--- src/rtl/ps2_scancode_decoder.sv ---
// Set-2 scancode bytes -> make/break/repeat key events, queued for an MMIO reader (ASCII table: PS2_ASCII_EN).
// Latency: an event shows on out_valid one cycle after its final byte is strobed in.
// Backpressure: none upstream; a full FIFO drops the new event and sets sticky overflow.

module ps2_sc_fifo #(
    parameter int WIDTH = 11,
    parameter int DEPTH = 8
) (
    input  logic             clk,
    input  logic             reset,
    input  logic             push,
    input  logic [WIDTH-1:0] push_dat,
    input  logic             pop,
    output logic             vld,
    output logic             full,
    output logic [WIDTH-1:0] head_dat
);
    localparam int AW = (DEPTH > 1) ? $clog2(DEPTH) : 1;

    logic [WIDTH-1:0] mem [DEPTH];
    logic [AW-1:0]    wr_ptr;
    logic [AW-1:0]    rd_ptr;
    logic [AW:0]      count;
    logic             do_push;
    logic             do_pop;

    assign vld      = (count != '0);
    assign full     = (count == (AW+1)'(DEPTH));
    assign do_pop   = pop && vld;
    // A pop in the same cycle frees the slot, so a full FIFO can still accept.
    assign do_push  = push && (!full || do_pop);
    assign head_dat = mem[rd_ptr];

    always_ff @(posedge clk) begin
        if (do_push) begin
            mem[wr_ptr] <= push_dat;
        end
    end

    always_ff @(posedge clk) begin
        if (!reset) begin
            wr_ptr <= '0;
            rd_ptr <= '0;
            count  <= '0;
        end else begin
            if (do_push) begin
                wr_ptr <= wr_ptr + AW'(1);
            end
            if (do_pop) begin
                rd_ptr <= rd_ptr + AW'(1);
            end
            count <= count + (AW+1)'(do_push) - (AW+1)'(do_pop);
        end
    end
endmodule

module ps2_scancode_decoder #(
    parameter int DEPTH = 8,
    parameter int CNT_W = 16
) (
    input  logic             clk,
    input  logic             reset,
    input  logic [7:0]       in_data,
    input  logic             in_valid,
    output logic             out_valid,
    input  logic             out_ready,
    output logic [7:0]       out_code,
    output logic             out_ext,
    output logic             out_release,
    output logic             out_repeat,
    output logic [7:0]       out_ascii,
    output logic             held,
    output logic [CNT_W-1:0] press_cnt,
    output logic             overflow
);
    typedef enum logic [1:0] {
        IDLE    = 2'd0,
        EXT     = 2'd1,
        BRK     = 2'd2,
        EXT_BRK = 2'd3
    } state_t;

    state_t     state;
    state_t     state_nxt;
    logic       emit;
    logic       emit_ext;
    logic       emit_rel;
    logic       is_e0;
    logic       is_f0;
    logic       is_noise;
    logic [8:0] held_key;
    logic [8:0] ev_key;
    logic       key_match;
    logic       ev_repeat;
    logic       fifo_full;
    logic       fifo_pop;

`ifdef PS2_ASCII_EN
    localparam int EW = 19;

    function automatic logic [7:0] set2_ascii(input logic [7:0] code);
        logic [7:0] a;
        a = 8'h00;
        case (code)
            8'h1C: a = 8'h61; 8'h32: a = 8'h62; 8'h21: a = 8'h63; 8'h23: a = 8'h64;
            8'h24: a = 8'h65; 8'h2B: a = 8'h66; 8'h34: a = 8'h67; 8'h33: a = 8'h68;
            8'h43: a = 8'h69; 8'h3B: a = 8'h6A; 8'h42: a = 8'h6B; 8'h4B: a = 8'h6C;
            8'h3A: a = 8'h6D; 8'h31: a = 8'h6E; 8'h44: a = 8'h6F; 8'h4D: a = 8'h70;
            8'h15: a = 8'h71; 8'h2D: a = 8'h72; 8'h1B: a = 8'h73; 8'h2C: a = 8'h74;
            8'h3C: a = 8'h75; 8'h2A: a = 8'h76; 8'h1D: a = 8'h77; 8'h22: a = 8'h78;
            8'h35: a = 8'h79; 8'h1A: a = 8'h7A;
            8'h45: a = 8'h30; 8'h16: a = 8'h31; 8'h1E: a = 8'h32; 8'h26: a = 8'h33;
            8'h25: a = 8'h34; 8'h2E: a = 8'h35; 8'h36: a = 8'h36; 8'h3D: a = 8'h37;
            8'h3E: a = 8'h38; 8'h46: a = 8'h39;
            8'h29: a = 8'h20; 8'h5A: a = 8'h0D; 8'h66: a = 8'h08;
            default: a = 8'h00;
        endcase
        return a;
    endfunction

    logic [7:0] ev_ascii;
    assign ev_ascii = (emit_ext || emit_rel) ? 8'h00 : set2_ascii(in_data);
`else
    localparam int EW = 11;
`endif

    logic [EW-1:0] push_dat;
    logic [EW-1:0] head_dat;

    assign is_e0    = (in_data == 8'hE0);
    assign is_f0    = (in_data == 8'hF0);
    // BAT result, ACK, echo and error bytes carry no key information.
    assign is_noise = (in_data == 8'hAA) || (in_data == 8'hFA) || (in_data == 8'hEE) ||
                      (in_data == 8'h00) || (in_data == 8'hFF);

    always_ff @(posedge clk) begin
        if (!reset) begin
            state <= IDLE;
        end else begin
            state <= state_nxt;
        end
    end

    always_comb begin
        state_nxt = state;
        emit      = 1'b0;
        emit_ext  = 1'b0;
        emit_rel  = 1'b0;
        if (in_valid) begin
            case (state)
                IDLE: begin
                    if (is_e0) begin
                        state_nxt = EXT;
                    end else if (is_f0) begin
                        state_nxt = BRK;
                    end else if (!is_noise) begin
                        emit = 1'b1;
                    end
                end
                EXT: begin
                    if (is_f0) begin
                        state_nxt = EXT_BRK;
                    end else if (!is_e0) begin
                        emit      = 1'b1;
                        emit_ext  = 1'b1;
                        state_nxt = IDLE;
                    end
                end
                BRK: begin
                    state_nxt = IDLE;
                    if (!is_e0 && !is_f0) begin
                        emit     = 1'b1;
                        emit_rel = 1'b1;
                    end
                end
                EXT_BRK: begin
                    state_nxt = IDLE;
                    if (!is_e0 && !is_f0) begin
                        emit     = 1'b1;
                        emit_ext = 1'b1;
                        emit_rel = 1'b1;
                    end
                end
                default: state_nxt = IDLE;
            endcase
        end
    end

    assign ev_key    = {emit_ext, in_data};
    assign key_match = held && (held_key == ev_key);
    assign ev_repeat = !emit_rel && key_match;

    // Held tracking follows the key stream even when the FIFO drops the event.
    always_ff @(posedge clk) begin
        if (!reset) begin
            held      <= 1'b0;
            held_key  <= '0;
            press_cnt <= '0;
        end else if (emit) begin
            if (!emit_rel) begin
                if (!key_match) begin
                    held     <= 1'b1;
                    held_key <= ev_key;
                    if (press_cnt != '1) begin
                        press_cnt <= press_cnt + CNT_W'(1);
                    end
                end
            end else if (key_match) begin
                held <= 1'b0;
            end
        end
    end

    assign fifo_pop = out_valid && out_ready;

    always_ff @(posedge clk) begin
        if (!reset) begin
            overflow <= 1'b0;
        end else if (emit && fifo_full && !fifo_pop) begin
            overflow <= 1'b1;
        end
    end

`ifdef PS2_ASCII_EN
    assign push_dat = {ev_ascii, ev_repeat, emit_rel, emit_ext, in_data};
    assign {out_ascii, out_repeat, out_release, out_ext, out_code} =
        out_valid ? head_dat : '0;
`else
    assign push_dat  = {ev_repeat, emit_rel, emit_ext, in_data};
    assign out_ascii = 8'h00;
    assign {out_repeat, out_release, out_ext, out_code} = out_valid ? head_dat : '0;
`endif

    ps2_sc_fifo #(
        .WIDTH (EW),
        .DEPTH (DEPTH)
    ) u_fifo (
        .clk      (clk),
        .reset    (reset),
        .push     (emit),
        .push_dat (push_dat),
        .pop      (out_ready),
        .vld      (out_valid),
        .full     (fifo_full),
        .head_dat (head_dat)
    );
endmodule
--- config.mk ---
export PLATFORM = sky130hd
export DESIGN_NAME = ps2_scancode_decoder
export DESIGN_NICKNAME = d
export VERILOG_FILES = /design/src/rtl/ps2_scancode_decoder.sv
export SDC_FILE = /design/constraint.sdc
export NUM_CORES = 1
export LEC_CHECK = 0
export CAP_MARGIN = 20
export CORE_UTILIZATION = 40
export DETAILED_ROUTE_END_ITERATION = 10
export PLACE_DENSITY = 0.71
export SYNTH_ARGS = -nofsm -noshare
export SYNTH_HDL_FRONTEND = slang
export SYNTH_HIERARCHICAL = 1
export SYNTH_SLANG_ARGS = --single-unit
--- constraint.sdc ---
create_clock -name clk -period 6.4 [get_ports clk]
set_clock_uncertainty 0.2 [all_clocks]
set_input_delay 1.6 -clock clk [delete_from_list [all_inputs] [get_ports clk]]
set_output_delay 1.6 -clock clk [all_outputs]
set_load 0.005 [all_outputs]
Word level (Yosys, flattened, before mapping). Memories as Yosys holds them, arrays and structs flattened. A register that Yosys moved wholly into a read port is not among the register bits. Cells that the tools add are included.

$add $sub $neg: 5. Multiply operators: 0. Divide/modulo/power cells: 0. Order comparisons: 0. Equal/unequal tests: 16. Shift-type cells: 0. Multiplexer cells: 25. Bitwise logic cells: 2. Reduce and logical (&&, ||, !) cells: 25.

Operators by type and width (number): 8-bit == test (second input constant) (6); 16-bit by 1-bit adder with 16-bit output (second input constant) (1); 16-bit != test (second input constant) (1); 1-bit two-way mux (15); 11-bit two-way mux (1); 9-bit == test (1); 3-bit AND reduction (3); 8-bit logical NOT (1); 2-bit two-way mux (4); 1-bit logical AND (7); 3-bit by 1-bit adder with 3-bit output (second input constant) (2); 3-bit two-way mux (2); 3-bit != test (second input constant) (2); 2-bit case mux with 3 select lines (1); 1-bit logical NOT (5); 1-bit logical OR (5); 4-bit by 1-bit adder with 4-bit output (1); 2-bit == test (second input constant) (2); 4-bit == test (second input constant) (1); 4-bit AND reduction (1); 4-bit nonzero test (1); 4-bit by 1-bit subtractor with 4-bit output (1); 1-bit case mux with 3 select lines (1); 2-bit by 1-bit == test with 1-bit output (second input constant) (1); 6 further kinds (7).

Register bits after elaboration: 39. Latch bits: 0. Bits in writable memories: 88. Memory bits (read-only): 0. Input bits: 12. Output and inout bits: 38. Word-level logic and storage cells: 82. Memories kept: 1.

Memory list: u_fifo.mem (words 8, width 11, read ports 1, clocked after Yosys merged registers in 1, write ports 1, line 20) `logic [WIDTH-1:0] mem [DEPTH];`.

Longest topological paths before layout. Gate-level depths: netlist of the first run.

Depth after elaboration: 13. Depth in mapped cells: 13.

Hierarchy. The synthesis of the first run kept the hierarchy.

Modules (own cells, without submodules): ps2_sc_fifo (instances 1, cells each 219, area an instance 4086.4 µm²); ps2_scancode_decoder (instances 1, cells each 204, area an instance 1645.3 µm²).

Least setup slack after synthesis of the first run. No wires, ideal clock.

Path kind: input port to flip-flop. From: input in_data[4]. To: memory u_fifo.mem[0][0] (enable). Arrival time: 3.832 ns. Data required time: 5.792 ns. Setup slack: 1.960 ns. Stages on the path: 8. Buffers on the path: 2. Cells stage by stage: buf_6 and4_1 a211oi_2 nor4_1 nor2_1 clkbuf_1 nand2_1 nor4_1.

Word-level cells in the longest chain between the ends: 13.

RTL lines: from (decl) (line 63) `input logic [7:0] in_data,`; 8-bit == test (line 133) `assign is_noise = (in_data == 8'hAA) || (in_data == 8'hFA) || (in_data == 8'hEE) ||`; 1-bit logical OR (3 in series) (line 133); 1-bit logical OR (line 134) `(in_data == 8'h00) || (in_data == 8'hFF);`; 1-bit two-way mux (line 156) `end else if (!is_noise) begin`; 1-bit two-way mux (line 154) `end else if (is_f0) begin`; 1-bit two-way mux (line 152) `if (is_e0) begin`; 1-bit case mux with 3 select lines * (line 150) `case (state)`; 1-bit two-way mux * (line 149) `if (in_valid) begin`; via emit (line 85) `logic emit;`; 1-bit logical AND * (line 31) `assign do_push = push && (!full || do_pop);`; 1-bit two-way mux * (line 35) `if (do_push) begin`; 1-bit two-way mux (implied by the code) * (line 36) `mem[wr_ptr] <= push_dat;`; to (decl) (line 20).

The timed path passes the listed nets; every way through them passes the cells marked *.

Worst setup path in the final report of the first run.
From: input in_data[0]. To: register press_cnt[5].

RTL lines: 8-bit == test (on tied branches) (line 130, 131); 1-bit logical NOT (line 178) `if (!is_e0 && !is_f0) begin`; 1-bit logical AND (line 178); 1-bit two-way mux (line 178); 1-bit case mux with 2 select lines * (line 150); 1-bit two-way mux * (line 149); via emit_ext (line 86) `logic emit_ext;`; 9-bit == test * (line 190) `assign key_match = held && (held_key == ev_key);`; 1-bit logical AND * (line 190); 1-bit inverter (no source line) *; 4-bit AND reduction (no source line) *; to (signal assigned) (line 205) `press_cnt <= press_cnt + CNT_W'(1);`; to (decl) (line 73) `output logic [CNT_W-1:0] press_cnt,`.

Marked as above. A chain may end at the register's enable or synchronous reset.

==> metrics.log, run 1 <==
[metrics] run status: finished clean
[metrics] sort of element at the start of the critical path: input pin
[metrics] clock tree buffer depth: 2
[metrics] start of the worst register-to-register path: u_fifo/count[2]
[metrics] adder-cell share of the synthesized area: 2.53%
[metrics] count of flip-flops with a built-in enable after synthesis: between 80 and 90
[metrics] Worst Path Class, Setup: in -> reg
[metrics] clock tree sinks: 130
[metrics] post_cts resized: 0
[metrics] kind of path behind the tightest hold check: reg -> reg
[metrics] first-pass iteration count of the detailed router: 4
[metrics] final hold violation count: 0
[metrics] number of nets with antenna violations after routing: 0
[metrics] ANT cells: 0
[metrics] post-detailed-route wirelength per cell: approximately 17 µm
[metrics] Worst Reg2Reg Path Length in Cells: 10
[metrics] setup slack at placement: 1.09 ns
[metrics] Crit. path cell count: 11
[metrics] final design area excluding fillers: a little under 0.007 mm²
[metrics] register-to-register setup slack: 3.47 ns
[metrics] Placeable Area: 0.0139 mm²
[metrics] cell with the biggest individual delay on the critical path: sky130_fd_sc_hd__clkdlybuf4s50_1
[metrics] worst endpoint data arrival time: slightly above 5 ns
[metrics] ys flop type: sky130_fd_sc_hd__edfxtp_1
[metrics] reg2reg end: u_fifo/count[2]
[metrics] placed cell area: around 0.0063 mm²
[metrics] number of buffers and inverters on the critical path: 1
[metrics] compound-gate portion of the synthesized area: 4.78%
[metrics] commonest non-fill, non-tap cell in the layout: sky130_fd_sc_hd__edfxtp_1
[metrics] Clk Tree Root Cell: sky130_fd_sc_hd__clkbuf_16
[metrics] H-tree lvl count: 4
[metrics] synthesized instance count: around 420
[metrics] remaining design rule violation count: 0
[metrics] register clock-pin slew on the reported worst setup and hold paths: roughly 0.06 ns
[metrics] flip-flop and latch area: approximately 0.0035 mm²
[metrics] endpoint of the most critical setup path: press_cnt[5]
[metrics] total via count after detailed routing: ~3500
[metrics] critical path data required time: roughly 6.5 ns
[metrics] fraction of registers with async set or reset after synthesis: 0%
[metrics] mux cell area share after synthesis: approximately 12%
[metrics] max-capacitance violation count: 0
[metrics] final worst path period need: between 4 and 5 ns
[metrics] antenna violations before repair: 0
[metrics] share of post-route cells with drive strength above 1: between 10% and 20%
[metrics] f_max: approximately 0.20 GHz
[metrics] overall global routing resource usage: 16.7%
[metrics] number of pins with negative max-slew slack in the final report: 0
[metrics] HPWL reported at the end of detailed placement: ~7300 µm
[metrics] area share of xor/xnor cells in the synthesized design: approximately 2.0%
[metrics] Num CTS Buffers: 17
[metrics] clk_lat worst skew: roughly 0.41 ns
[metrics] setup repair after global routing missed its margin: no
[metrics] fillers: 1156
[metrics] Final setup violation count: 0
[metrics] number of nets in the final layout: between 400 and 500
[metrics] crit path max fanout: 15
[metrics] most frequent cells in the layout: sky130_fd_sc_hd__edfxtp_1, sky130_fd_sc_hd__dfxtp_1, sky130_fd_sc_hd__clkdlybuf4s50_1, sky130_fd_sc_hd__nand2_1, sky130_fd_sc_hd__mux4_2
[metrics] largest cells by area after synthesis: sky130_fd_sc_hd__edfxtp_1, sky130_fd_sc_hd__dfxtp_1, sky130_fd_sc_hd__mux4_2
[metrics] count of distinct cell types in the synthesized netlist: between 50 and 60
[metrics] total area of multi-input combinational cells: 0.00205 mm²
[metrics] maximum number of pins on one net before global-route repair: 26
[metrics] cell area after synthesis: roughly 0.0057 mm²
[metrics] areal power density over the cells: roughly 360 mW/mm²
[metrics] die extent in x: around 120 µm
[metrics] launching instance or port of the critical path: in_data[0]
[metrics] port buffer count: 41
[metrics] die area: roughly 0.015 mm²
[metrics] Synth area leader: sky130_fd_sc_hd__edfxtp_1
[metrics] DIE HEIGHT: between 100 and 150 µm
[metrics] 1st-iter DRT viols: 310
[metrics] wire length of the first global-routing pass: 18300 µm
[metrics] standby leakage power: 2.37 nW
[metrics] number of buffers added for setup after CTS: 0
[metrics] Syn. warnings: 6
[metrics] final worst slack: roughly 1.4 ns
[metrics] post-route total power: 2.51 mW
[metrics] routed wire length: 11500 µm
[metrics] worst slew margin relative to its limit: between 20% and 30%
[metrics] kind of end point of the critical path: flip-flop
[metrics] mean number of vias per cell: around 5.3
[metrics] critical path's largest stage delay: approximately 0.66 ns
[metrics] remaining global-route overflow: 0
[metrics] TritonCTS clock tree: done
[metrics] Final Wtd Congestion: around 0.77
[metrics] flip-flop and latch count after synthesis: 130
[metrics] simple-gate share of the synthesized area: 13.4%
[metrics] post-synthesis to final-layout area growth: 20.4%
[metrics] proportion of synthesized chip area in sequential cells: 60.8%
[metrics] top-area cell type share of the netlist area: 46.1%
[metrics] syn avg cell area: about 14 µm²
[metrics] CTS Hold Bufs: 0
[metrics] period utilisation layout: 77.5%
[metrics] Largest delay share family, worst path: simple AND/OR/NAND/NOR gates
[metrics] most used cell, CP: sky130_fd_sc_hd__nand4_1
[metrics] IO Count: 50
[metrics] Max rail drop VDD: 0.113 mV
[metrics] effective utilization at floorplan: between 40% and 50%
[metrics] TNS Setup: 0 ns
[metrics] actual slew at the worst max-slew pin: 1.05 ns
[metrics] Critical Path, Cell by Cell: clkdlybuf4s50_1 > nor4_1 > nand4_1 > and3_1 > xnor2_1 > nand4_1 > ha_1 > and4_1 > nand3_2 > or4_1 > a21oi_1
[metrics] number of global-route vias before repair: around 3600
[metrics] combinational family with the most area after synthesis: simple AND/OR/NAND/NOR gates
[metrics] site row count: 43
[kinds of logic (layout without fill, tap and decap cells)]
logic type / Yosys count / in the layout
muxes: 42 / 42
DFF: 130 / 130
xor gates and xnor gates: 13 / 13
and+or+nand+nor: 139 / 139
other: 1 / 8
AOI/OAI and AO/OA: 45 / 45
buffers and inverters: 42 / 101
adders and majority gates: 11 / 11
[per-stage QoR]
stage               util, %  hold WS (ns)  std cells
floorplan                 -         0.245        430
global placement       45.4         0.256        637
detailed placement     45.4         0.260        637
CTS                    49.5         0.268        669
global route           49.5         0.285        669
finish                 49.5         0.268        669
[worst min path at each step]
stage / from / end / cells after the start
final: held_key[5] / held_key[5] / 2
after global routing: held_key[4] / held_key[4] / 2
after detailed placement: held_key[5] / held_key[5] / 2
after CTS: held_key[5] / held_key[5] / 2
after global placement: held_key[6] / held_key[6] / 2
after floorplan: u_fifo/rd_ptr[2] / flip-flop / 2
[synth_stat cells (7+ instances only)]
cell type / number
sky130_fd_sc_hd__xnor2_1: 8
sky130_fd_sc_hd__a21oi_1: 20
sky130_fd_sc_hd__mux2i_1: 9
sky130_fd_sc_hd__and2_1: 13
sky130_fd_sc_hd__nor2_1: 16
sky130_fd_sc_hd__buf_4: 11
sky130_fd_sc_hd__mux2_2: 11
sky130_fd_sc_hd__inv_1: 15
sky130_fd_sc_hd__or3_1: 7
sky130_fd_sc_hd__clkbuf_1: 7
sky130_fd_sc_hd__nor4_1: 9
sky130_fd_sc_hd__nand3_1: 11
sky130_fd_sc_hd__ha_1: 10
sky130_fd_sc_hd__o21ai_0: 10
sky130_fd_sc_hd__nand4_1: 10
sky130_fd_sc_hd__mux4_2: 22
sky130_fd_sc_hd__nand2_1: 34
sky130_fd_sc_hd__edfxtp_1: 88
sky130_fd_sc_hd__dfxtp_1: 42
[worst reg2reg max path, stage by stage (launching register included)]
cell                      delay (ns)
sky130_fd_sc_hd__dfxtp_1        0.29
sky130_fd_sc_hd__inv_1          0.09
sky130_fd_sc_hd__ha_1           0.21
sky130_fd_sc_hd__or3b_1         0.65
sky130_fd_sc_hd__and2_1         0.35
sky130_fd_sc_hd__o21ai_1        0.16
sky130_fd_sc_hd__ha_1           0.20
sky130_fd_sc_hd__inv_1          0.06
sky130_fd_sc_hd__fa_1           0.37
sky130_fd_sc_hd__xor2_1         0.16
sky130_fd_sc_hd__nor2_1         0.06
[final cells by class]
class / instances / area share (%)
multi-input cells: 258 / 29.7
repair buffers: 53 / 7.25
flip-flops and latches: 130 / 50.5
well taps: 180 / 3.26
clock inverters: 14 / 1.99
clock buffers: 18 / 6.22
inverters: 16 / 1.05
[per-layer routing]
metal	GRT usage, %	up-vias	routed length [µm]
met4	6.87	0	135
met5	0	-	0
met3	4.59	12	521
met2	27.4	103	5720
li1	-	1690	-
met1	20.7	1742	5140
[power by group]
group | internal (mW) | leakage [nW] | total, mW | switching [mW]
logic | 0.308 | 0.940 | 0.562 | 0.254
registers | 0.976 | 1.16 | 1.03 | 0.0540
clock network | 0.570 | 0.275 | 0.922 | 0.352
total | 1.85 | 2.37 | 2.51 | 0.660
[registers in the layout (all words and copies together), names as in the netlist, named ones only]
name and cells:
u_fifo/rd_ptr 3, state 2, u_fifo/mem 88, u_fifo/count 4, overflow 1, u_fifo/wr_ptr 3, press_cnt 16, held 1
held_key 9
Note: power is estimated with default switching activity, not from simulation.
==> inputs of run 2 (changes only) <==
==> constraint.sdc (replaced) <==
create_clock -name clk -period 4.9 [get_ports clk]
set_clock_uncertainty 0.2 [all_clocks]
set_input_delay 1.225 -clock clk [delete_from_list [all_inputs] [get_ports clk]]
set_output_delay 1.225 -clock clk [all_outputs]
set_load 0.005 [all_outputs]
==> run 2 against run 1 <==
Compared with the run above: global-route usage grew 0.42 points; final area grew 0.96%; critical endpoint unchanged; sequential share of layout area fell by 0.48 points; combinational power is 31% higher.
==> metrics.log, run 2 (same netlist as run 1, synthesis figures left out) <==
[metrics] number of global-route vias before repair: between 3000 and 4000
[metrics] post_cts resized: 0
[metrics] first-pass iteration count of the detailed router: 4
[metrics] most frequent cells in the layout: sky130_fd_sc_hd__edfxtp_1, sky130_fd_sc_hd__dfxtp_1, sky130_fd_sc_hd__clkdlybuf4s50_1, sky130_fd_sc_hd__nand2_1, sky130_fd_sc_hd__mux4_2
[metrics] final hold violation count: 0
[metrics] setup repair after global routing missed its margin: no
[metrics] areal power density over the cells: between 400 and 500 mW/mm²
[metrics] Worst Path Class, Setup: in -> reg
[metrics] site row count: 43
[metrics] wire length of the first global-routing pass: about 19000 µm
[metrics] kind of path behind the tightest hold check: reg -> reg
[metrics] Final Wtd Congestion: slightly below 0.8
[metrics] reg2reg end: u_fifo/count[2]
[metrics] Critical Path, Cell by Cell: clkdlybuf4s50_1 > nor4_1 > nand4_1 > and3_1 > xnor2_1 > nand4_1 > ha_1 > and4_1 > nand3_2 > or4_1 > a21oi_1
[metrics] total via count after detailed routing: ~3600
[metrics] share of post-route cells with drive strength above 1: approximately 18%
[metrics] critical path's largest stage delay: ~0.53 ns
[metrics] DIE HEIGHT: approximately 120 µm
[metrics] final worst path period need: about 4.4 ns
[metrics] post-detailed-route wirelength per cell: between 15 and 20 µm
[metrics] remaining design rule violation count: 0
[metrics] Max rail drop VDD: around 0.21 mV
[metrics] most used cell, CP: sky130_fd_sc_hd__nand4_1
[metrics] maximum number of pins on one net before global-route repair: 26
[metrics] Biggest register: u_fifo/mem
[metrics] Clk Tree Root Cell: sky130_fd_sc_hd__clkbuf_16
[metrics] run status: finished clean
[metrics] Final setup violation count: 0
[metrics] number of pins with negative max-slew slack in the final report: 0
[metrics] hold worst-path end: held_key[7]
[metrics] H-tree lvl count: 4
[metrics] register-to-register setup slack: just over 2 ns
[metrics] cell with the biggest individual delay on the critical path: sky130_fd_sc_hd__or4_1
[metrics] number of buffers added for setup after CTS: 0
[metrics] max-capacitance violation count: 0
[metrics] kind of end point of the critical path: flip-flop
[metrics] placed cell area: around 0.0064 mm²
[metrics] largest registers: u_fifo/mem x88, press_cnt x16, held_key x9
[metrics] register clock-pin slew on the reported worst setup and hold paths: 0.05 ns
[metrics] mean number of vias per cell: between 5 and 6
[metrics] final design area excluding fillers: ~0.0070 mm²
[metrics] worst slew margin relative to its limit: about 46%
[metrics] port buffer count: 41
[metrics] overall global routing resource usage: between 10% and 20%
[metrics] actual slew at the worst max-slew pin: roughly 0.81 ns
[metrics] die area: approximately 0.015 mm²
[metrics] die extent in x: 122 µm
[metrics] Worst Reg2Reg Path Length in Cells: 10
[metrics] clk_lat worst skew: 0.41 ns
[metrics] worst hold slack: roughly 0.27 ns
[metrics] critical path data required time: approximately 5 ns
[metrics] Hold Path Cell Cnt: 2
[metrics] number of nets in the final layout: 504
[metrics] commonest non-fill, non-tap cell in the layout: sky130_fd_sc_hd__edfxtp_1
[metrics] Placeable Area: about 0.014 mm²
[metrics] crit path max fanout: 15
[metrics] TNS Setup: 0 ns
[metrics] post-route total power: 3.34 mW
[metrics] f_max: approximately 0.23 GHz
[metrics] final worst slack: just over 0.5 ns
[metrics] HPWL reported at the end of detailed placement: 7480 µm
[metrics] Min-Delay Startpoint: held_key[7]
[metrics] sort of element at the start of the critical path: input pin
[metrics] Num CTS Buffers: 17
[metrics] start of the worst register-to-register path: u_fifo/count[2]
[metrics] remaining global-route overflow: 0
[metrics] 1st-iter DRT viols: between 300 and 400
[metrics] clock tree sinks: 130
[metrics] setup slack at placement: ~0.12 ns
[metrics] TritonCTS clock tree: done
[metrics] number of nets with antenna violations after routing: 0
[metrics] standby leakage power: about 2.4 nW
[metrics] post-synthesis to final-layout area growth: 21.5%
[metrics] CTS Hold Bufs: 0
[metrics] max reg flops: 88
[metrics] effective utilization at floorplan: 41.1%
[metrics] routed wire length: around 12000 µm
[metrics] period utilisation layout: between 80% and 90%
[metrics] worst endpoint data arrival time: around 4.5 ns
[metrics] clock tree buffer depth: 2
[metrics] IO Count: 50
[metrics] antenna violations before repair: 1
-- run 2: cell count changes in the layout (fill, tap and decap cells not counted), sizes merged --
| cell | delta |
|---|---|
| buf | +5 |
| bufinv | +1 |
| clkinv | -1 |
| clkinvlp | +1 |
| diode | +1 |
| inv | -1 |
-- run 2: final cells by class --
type                    count  area [µm²]
clock buffers              18         429
flip-flops and latches    130        3480
repair buffers             58         538
clock inverters            14         164
diodes                      1        2.50
well taps                 180         225
fillers                  1156        6970
inverters                  16        72.6
multi-input cells         258        2050
-- run 2: metal layers --
layer	vias to the layer above	GRT usage [%]	share of wire, %
met3	13	6.37	5.5
li1	1708	-	-
met2	89	26.6	48
met5	-	0	0
met1	1776	22.3	46
met4	0	4.78	0.89
-- run 2: where the power goes --
group	switching (mW)	leakage, nW	internal (mW)
Clock	0.462	0.279	0.796
Sequential	0.0675	1.16	1.27
Combinational	0.334	0.965	0.404
-- run 2: per-stage QoR --
step / util (%) / cells
after floorplan: - / 430
after global placement: 45.7 / 642
after detailed placement: 45.7 / 642
after CTS: 50.0 / 674
after global routing: 50.0 / 674
final: 50.0 / 675
-- run 2: worst max-delay path by stage --
stage	startpoint	to	slack, ns	cells past startpoint
global route	in_data[1]	press_cnt[5]	0.30	11
finish	in_data[1]	press_cnt[5]	0.52	11
detailed placement	in_data[1]	press_cnt[5]	0.12	11
floorplan	in_data[4]	u_fifo/mem[0][0]	0.84	8
CTS	in_data[1]	press_cnt[5]	0.55	11
global placement	in_data[1]	press_cnt[5]	0.19	11
-- run 2: worst max-delay path, delay by kind of cell --
family	cells	cell delay, ns
and+or+nand+nor	7	2.36
adders and majority gates	1	0.14
xor gates and xnor gates	1	0.17
buffers and inverters	1	0.46
AOI/OAI and AO/OA	1	0.15
